==> config.mk <==
export PLATFORM = sky130hd
export DESIGN_NAME = core_jmp_mlane
export DESIGN_NICKNAME = d
export VERILOG_FILES = /design/src/rtl/core_jmp_mlane.sv
export SDC_FILE = /design/constraint.sdc
export NUM_CORES = 2
export LEC_CHECK = 0
export CORE_UTILIZATION = 45
export DETAILED_ROUTE_END_ITERATION = 12
export PLACE_DENSITY = 0.68
export SYNTH_ARGS = -nofsm -noshare
export SYNTH_HDL_FRONTEND = slang
export SYNTH_SLANG_ARGS = --single-unit
==> constraint.sdc <==
create_clock -name clk -period 16.25 [get_ports clk]
set_input_delay 1.625 -clock clk [delete_from_list [all_inputs] [get_ports clk]]
set_output_delay 1.625 -clock clk [all_outputs]
set_load 0.01 [all_outputs]
==> src/rtl/core_jmp_mlane.sv <==
// Multi-lane branch resolution: picks the oldest mispredict, issues a registered
// redirect, squashes the following cycle and queues BPU training records.
package core_jmp_mlane_pkg;
  typedef struct packed {
    logic        taken;
    logic [31:0] predict_pc;
    logic        dir_type;
    logic [1:0]  target_type;
    logic [7:0]  lphr;
    logic [7:0]  history;
    logic [3:0]  ras_ptr;
  } bpu_predict_t;

  typedef struct packed {
    logic [31:0] pc;
    logic [31:0] true_target;
    logic        true_taken;
    logic        miss;
    logic        true_dir_type;
    logic        miss_dir_type;
    logic [1:0]  true_target_type;
    logic        miss_target_type;
    logic [7:0]  lphr;
    logic [7:0]  history;
    logic [3:0]  ras_ptr;
  } bpu_correct_t;
endpackage

module core_jmp_mlane
  import core_jmp_mlane_pkg::*;
#(
  parameter int unsigned LANES     = 2,
  parameter int unsigned UPD_DEPTH = 8,
  parameter int unsigned DROP_W    = 16
) (
  input  logic                  clk,
  input  logic                  rst_n,
  input  logic [LANES-1:0]      valid_i,
  input  logic [LANES*2-1:0]    target_type_i,
  input  logic [LANES*4-1:0]    cmp_type_i,
  input  bpu_predict_t [LANES-1:0] bpu_predict_i,
  input  logic [LANES*32-1:0]   pc_i,
  input  logic [LANES*32-1:0]   target_i,
  input  logic [LANES*32-1:0]   r0_i,
  input  logic [LANES*32-1:0]   r1_i,
  output logic                  jmp_o,
  output logic [31:0]           redirect_pc_o,
  output logic                  upd_valid_o,
  output bpu_correct_t          upd_o,
  input  logic                  upd_ready_i,
  output logic [DROP_W-1:0]     drop_cnt_o
);

  localparam int unsigned AW = $clog2(UPD_DEPTH);
  localparam int unsigned CW = AW + 1;

  logic [LANES-1:0] true_taken, lane_act, lane_miss, surv, wr_en;
  logic [AW-1:0]    wr_off [LANES];
  bpu_correct_t     rec    [LANES];
  bpu_correct_t     mem    [UPD_DEPTH];
  logic [CW-1:0]    count, free, n_acc, n_drop;
  logic [AW-1:0]    wr_ptr, rd_ptr;
  logic             any_miss, pop;
  logic [31:0]      redirect_nxt;
  logic [DROP_W:0]  drop_sum;

  always_comb begin
    logic [32:0]  a0, a1;
    logic [3:0]   c;
    logic [31:0]  pcv, tgt;
    bpu_predict_t p;
    logic         alive;
    true_taken   = '0;
    lane_act     = '0;
    lane_miss    = '0;
    surv         = '0;
    wr_en        = '0;
    any_miss     = 1'b0;
    redirect_nxt = redirect_pc_o;
    n_acc        = '0;
    n_drop       = '0;
    alive        = 1'b1;
    free         = CW'(UPD_DEPTH) - count;
    for (int unsigned i = 0; i < LANES; i++) begin
      c   = cmp_type_i[i*4 +: 4];
      pcv = pc_i[i*32 +: 32];
      tgt = target_i[i*32 +: 32];
      p   = bpu_predict_i[i];
      // Bit 32 flips the sign ordering so one unsigned compare covers both modes.
      a0  = {~r0_i[i*32+31] & c[0], r0_i[i*32 +: 32]};
      a1  = {~r1_i[i*32+31] & c[0], r1_i[i*32 +: 32]};
      true_taken[i] = |({a1 < a0, a1 == a0, a1 > a0} & c[3:1]);
      lane_act[i]   = valid_i[i] & ~jmp_o;
      lane_miss[i]  = lane_act[i] & (true_taken[i] | p.taken) &
                      ((p.taken != true_taken[i]) | (p.predict_pc != tgt));

      rec[i].pc               = pcv;
      rec[i].true_target      = tgt;
      rec[i].true_taken       = true_taken[i];
      rec[i].miss             = lane_miss[i];
      rec[i].true_dir_type    = (|c[3:1]) & (c[3:1] != 3'b111);
      rec[i].miss_dir_type    = rec[i].true_dir_type != p.dir_type;
      rec[i].true_target_type = target_type_i[i*2 +: 2];
      rec[i].miss_target_type = target_type_i[i*2 +: 2] != p.target_type;
      rec[i].lphr             = p.lphr;
      rec[i].history          = p.history;
      rec[i].ras_ptr          = p.ras_ptr;

      // Accepted lanes are contiguous from the oldest, so overflow drops the youngest.
      surv[i]   = lane_act[i] & alive;
      wr_off[i] = n_acc[AW-1:0];
      if (surv[i]) begin
        if (n_acc < free) begin
          wr_en[i] = 1'b1;
          n_acc    = n_acc + CW'(1);
        end else begin
          n_drop   = n_drop + CW'(1);
        end
      end
      if (lane_miss[i] && alive) begin
        any_miss     = 1'b1;
        redirect_nxt = true_taken[i] ? tgt : pcv + 32'd4;
        alive        = 1'b0;
      end
    end
  end

  assign upd_valid_o = (count != '0);
  assign upd_o       = upd_valid_o ? mem[rd_ptr] : '0;
  assign pop         = upd_valid_o & upd_ready_i;
  assign drop_sum    = {1'b0, drop_cnt_o} + (DROP_W+1)'(n_drop);

  always_ff @(posedge clk or negedge rst_n) begin
    if (!rst_n) begin
      jmp_o         <= 1'b0;
      redirect_pc_o <= '0;
      count         <= '0;
      wr_ptr        <= '0;
      rd_ptr        <= '0;
      drop_cnt_o    <= '0;
    end else begin
      jmp_o <= any_miss;
      if (any_miss) redirect_pc_o <= redirect_nxt;
      count  <= count + n_acc - CW'(pop);
      wr_ptr <= wr_ptr + n_acc[AW-1:0];
      if (pop) rd_ptr <= rd_ptr + AW'(1);
      drop_cnt_o <= drop_sum[DROP_W] ? '1 : drop_sum[DROP_W-1:0];
    end
  end

  always_ff @(posedge clk) begin
    for (int unsigned i = 0; i < LANES; i++) begin
      if (wr_en[i]) mem[wr_ptr + wr_off[i]] <= rec[i];
    end
  end

endmodule
; ---- Word-level counts from Yosys, hierarchy flattened
; Memories as Yosys holds them, arrays and structs flattened.
; Index checks and enable logic that the tools add are counted.
; Widths: inputs -> output; s select.
[totals]
output_inout_bits = 141
register_bits = 59
ramBits = 728
input_bits = 385
memories = 1
[op_classes]
reduce_logical = 8
eq_ne = 12
add_sub_neg = 11
n_bitwise = 25
muxes = 25
magnitude_cmp = 6
[memory_table]
columns = memory, words, width, rd, rd_ports_with_merged_regs, wr, line
row1 = mem, 8, 91, 1, 0, 2, 60  ; bpu_correct_t mem [UPD_DEPTH];
[ops]
columns = operator, n
row1 = $mux 32, 4
row2 = $mux 91, 1
row3 = $eq 33x33->1, 2
row4 = $gt 33x33->1, 2
row5 = $lt 33x33->1, 2
row6 = $add 32x3->32 const B, 2
row7 = $ne 32x32->1, 2
row8 = $mux 4, 6
row9 = $add 16x4->17, 1
row10 = $mux 16, 1
row11 = $and 1x1->1, 14
row12 = $mux 1, 13
row13 = $reduce_or 3->1, 4
row14 = $add 4x1->4 const B, 2
row15 = $add 3x3->3, 2
row16 = $and 3x3->3, 2
row17 = $ne 3x3->1 const B, 2
row18 = $not 1->1, 5
row19 = $add 4x4->4, 1
row20 = $lt 1x4->1 const A, 1
row21 = $lt 4x4->1, 1
row22 = $ne 1x1->1, 4
row23 = $ne 2x2->1, 2
row24 = $or 1x1->1, 4
row25 = other kinds (7), 7

; ---- Depth between registers and ports, before layout
[logic_depth]
ltp_word = 13
ltp_mapped = 28

; ---- Worst setup path after synthesis
; No wires, ideal clock.
[synth_path]
path_type = input port to flip-flop
start = in cmp_type_i[0]
end = mem mem[3][0] (netlist name), enable pin
setup_slack_ps = 6490
arrival_time_ps = 9188
path_stages = 16
cell_sequence = nor2b_1 ha_1 nand4_1 nor4_1 nand3_1 o221ai_1 o31ai_1 or2_2 inv_1 clkbuf_1 ha_1 nor4_2 a41o_1 buf_6 nand4_4 o22ai_1
[synth_lines]
columns = element, line
row1 = "start, declared", 40  ; input logic [LANES*4-1:0] cmp_type_i,
row2 = "end, declared", 60

==> flow_results.org <==
** Run status
- The flow ran to the end, and the final reports show no timing, DRC or antenna violations.

** STA
- The max-slew violation count was 0.
- Measured against its own limit, the worst slew margin works out to 10.6%.
- At the pin with the least slew margin, the transition time is 1.34 ns.
- Clock period minus final worst setup slack :: 9.26 ns
- The final number of hold-violating endpoints was 0.
- For the final database, setup skew stands at 0.0238 ns.
- Setup violations remaining at the end of the flow were counted as 0.
- In the final timing run, aggregate negative setup slack is 0 ns.
- RSZ-0062 raised after global routing :: no
- Final worst path period share :: 57.0%
- Timing would allow up to 108 MHz.

** Global route
- First-pass GRT wire length :: 210 mm
- Maximum number of pins on one net before global-route repair :: 160
- Number of antenna violations at the first check in global routing :: 38
- Total global-route track usage :: 28.6%
- Summed over all layers, the global routing overflow is 0.
- Via count of the first global-routing pass :: 29,700

** Floorplanning
- The die covers 101,000 µm².
- Measured along the x axis, the die boundary spans 318 µm.
- During I/O placement, the number of pins put on the boundary was 526.
- Initial cell density of the core :: 45.5%
- The die is 318 µm tall.
- The floorplan has 115 rows.
- In this run the standard cell core region covers 98,600 µm².

** Placement
- Routability-driven placement finished with a final weighted congestion of 0.912.
- Count of input and output buffers :: 525
- Detailed placement finished with a half-perimeter wire length of 97.1 mm.

** Critical path
- Data on the critical path is required at its endpoint by 16.65 ns.
- STA classifies the critical path endpoint as a flip-flop.
- Crit path top cell by count :: buf_4
- Slowest stage delay, CP :: 0.96 ns
- Worst Path Class, Setup :: input pin to flip-flop
- In this run the worst path has a maximum fanout of 48.
- Cells along the critical path :: clkdlybuf4s50_1 -> nor2b_1 -> ha_1 -> nand4_1 -> nor4_1 -> nand3_1 -> o221ai_1 -> o21a_1 -> buf_4 -> or2_2 -> inv_1 -> ha_1 -> nor4_2 -> a41o_1 -> nand4_4 -> nor3_4 -> buf_4 -> buf_4 -> mux2_2
- Top Family by Delay on Critical Path :: buffers and inverters
- Startpoint type of the worst setup path :: input pin
- The number of buffers and inverters on the critical path is 5.
- The largest individual stage delay along the critical path comes from the cell buf_4.
- Critical path data arrival time :: 9.66 ns

** CTS
- In this run, CTS created clock tree buffers numbering 85.
- H-Tree Depth :: 3
- TritonCTS built the clock tree.
- TritonCTS sink count :: 787
- Buffers added to address setup during post-CTS repair amount to 0.
- Clock tree root driver cell :: clkbuf_16
- Gates resized during post-CTS repair numbered 0.
- Clock-pin slew was measured on the worst setup and hold paths at 0.06 ns.
- Max clock buf depth :: 3
- Number of buffers added to fix hold violations after cts :: 0
- Clock latency on the worst-skew pair :: 0.66 ns

** Run
- Number of violations of the max-capacitance limit :: 0

** Logic synthesis
- Adder-cell share of the synthesized area :: 2.53%
- Count of flip-flops with a built-in enable after synthesis :: 728
- Warnings, synthesis :: 0
- For this run, the leading register cell type out of synthesis is edfxtp_1.
- Synth Area in Simple Gates :: 3.94%
- Summed instance area of the synthesized netlist :: 44,900 µm²
- Sequential elements use 52.0% of the synthesized area.
- Of all flip-flops after synthesis, the portion carrying an async set or reset was 7.50%.
- Cells after Synth :: 2,968
- Counting every net in the synthesized netlist gives 3,442.
- Dominant combinational cell family by area after synthesis :: multiplexers
- Number of flip-flops and latches in the synthesized netlist :: 787
- Post-Synthesis Mean Instance Area :: 15.1 µm²
- The synthesized netlist devotes 2.77% of its cell area to XOR and XNOR gates.
- Mux contribution to synthesized area :: 31.2%
- Synthesis instantiated 63 different standard cells from the library.
- Post-synthesis compound-gate area fraction :: 2.78%

** Final layout
- In the final layout, the share of cells above drive strength 1 is 32.7%.
- Signed area change from the synthesized netlist to the final layout :: 18.8%
- Final design utilization :: 54.1%
- Number of nets in the finished design :: 3,817

** Route
- Count of nets left with antenna violations after detail routing :: 0
- The first TritonRoute pass finished after 5 iterations.
- DRT Wirelength :: 146 mm
- Drt initial violations :: 2,629
- Via total after detailed routing :: 28,600
- Number of remaining DRC errors :: 0
- After detailed routing, the number of vias per cell comes to 6.08.
- Detailed-route wire length per cell :: 31.0 µm

** Power
- Worst IR drop on VDD :: 0.000172 V
- Static leakage power :: 0.0186 µW
- Power spread over the standard cell area amounts to 153 nW/µm².

** Worst hold path
- The tightest min-delay check is of the flip-flop to flip-flop type.
==> final cells by class <==
type | count | area [µm²]
fillers | 7836 | 45300
flip-flops and latches | 787 | 23300
multi-input cells | 1783 | 19600
repair buffers | 580 | 5690
clock buffers | 121 | 2470
well taps | 1287 | 1610
inverters | 106 | 398
clock inverters | 32 | 201
diodes | 14 | 35.0
==> metrics by stage <==
step	worst slack, ns	std cells	power [µW]	cell area, µm²	hold slack [ns]
after global placement	6.68	4543	6250	50600	0.516
after detailed placement	6.40	4543	6320	50600	0.531
final	6.99	4710	8140	53300	0.548
after global routing	6.77	4702	8440	53300	0.574
after CTS	7.07	4696	8190	53300	0.546
after floorplan	6.49	2968	4910	44900	0.524
==> path summary, 6_finish.rpt <==
kind | from | end | slack (ns) | cells after the start
max | cmp_type_i[0] | mem[5][90] | 6.99 | 19
min | drop_cnt_o[9] | drop_cnt_o[9] | 0.55 | 2
max reg2reg | count[0] | mem[3][16] | 10.71 | 14
min reg2reg | drop_cnt_o[9] | drop_cnt_o[9] | 0.55 | 2
max in group asynchronous | rst_n | rd_ptr[0] | 14.33 | 2
min in group asynchronous | rst_n | drop_cnt_o[13] | 1.19 | 2
==> per-layer routing <==
layer | global-route usage, % | up-vias | wire length (µm)
li1 | - | 12100 | -
met1 | 36.0 | 14800 | 56400
met2 | 47.8 | 1397 | 71100
met3 | 7.13 | 254 | 13400
met4 | 10.2 | 46 | 4990
met5 | 0 | - | 298
==> cells in the mapped netlist, types with 29 or more instances <==
| master | number | area share (%) |
|---|---|---|
| nor2_1 | 120 | 1.0 |
| xor2_1 | 76 | 1.5 |
| clkbuf_1 | 154 | 1.3 |
| inv_1 | 103 | 0.86 |
| mux2_4 | 140 | 4.7 |
| mux2i_1 | 139 | 3.1 |
| buf_6 | 37 | 0.93 |
| o211ai_1 | 31 | 0.52 |
| a21oi_1 | 30 | 0.33 |
| nand2_1 | 70 | 0.59 |
| o21ai_0 | 38 | 0.42 |
| nand3_1 | 29 | 0.32 |
| buf_2 | 30 | 0.33 |
| dfrtp_1 | 59 | 3.3 |
| ha_1 | 86 | 2.4 |
| mux4_2 | 182 | 9.1 |
| buf_1 | 44 | 0.37 |
| nand4_1 | 33 | 0.46 |
| xnor2_1 | 66 | 1.3 |
| mux2_2 | 558 | 14 |
| edfxtp_1 | 728 | 49 |
==> worst register-to-register path, delay by kind of cell (launching register included) <==
family / cells / cell delay, ns
muxes: 1 / 0.55
buffers and inverters: 3 / 1.56
AOI/OAI and AO/OA: 1 / 0.23
xor gates and xnor gates: 1 / 0.31
DFF: 1 / 0.41
and+or+nand+nor: 5 / 1.56
adders and majority gates: 3 / 0.66
==> where the power goes <==
group          total [µW]  switching [µW]  leakage [µW]  internal [µW]
combinational        3320            1740       0.00994           1580
clock                1890             815       0.00132           1070
sequential           2940             218       0.00732           2720
==> state kept, by name, indices dropped and copies added (netlist names) <==
register,count
redirect_pc_o,32
jmp_o,1
rd_ptr,3
mem,728
count,4
wr_ptr,3
drop_cnt_o,16
==> layout by cell type, fill, tap and decap left out, types with 7 or more instances in the layout <==
cell / netlist / routed
a21oi_1: 30 / 30
mux2_1: 12 / 12
o221ai_1: 7 / 7
diode_2: 0 / 14
xnor2_1: 66 / 66
clkbuf_1: 154 / 21
xor2_1: 76 / 76
mux2_2: 558 / 558
clkinv_2: 0 / 14
o21ai_0: 38 / 38
mux4_2: 182 / 182
clkinv_1: 3 / 14
and4_1: 7 / 7
clkdlybuf4s50_1: 0 / 524
and3_1: 25 / 25
nor3_1: 9 / 9
mux2_4: 140 / 140
clkbuf_16: 0 / 90
nand3_1: 29 / 29
ha_1: 86 / 86
dfrtp_1: 59 / 56
nor2_1: 120 / 120
a21o_1: 11 / 11
buf_4: 9 / 53
o221a_2: 25 / 25
nand4_1: 33 / 33
nor4_1: 10 / 10
mux2i_1: 139 / 139
nand2_1: 70 / 70
edfxtp_1: 728 / 728
clkbuf_8: 0 / 10
o211ai_1: 31 / 31
inv_1: 103 / 103
==> cells by family (layout without fill, tap and decap cells) <==
family | count (synthesis) | in the layout
multiplexers | 1031 | 1031
flip-flops | 787 | 787
buffers and inverters | 398 | 839
AND/OR/NAND/NOR | 347 | 347
AO/OA/AOI/OAI | 174 | 174
XOR/XNOR | 142 | 142
adder cells (fa/ha/maj) | 89 | 89
other | 0 | 14
(Power assumes the default switching activity.)
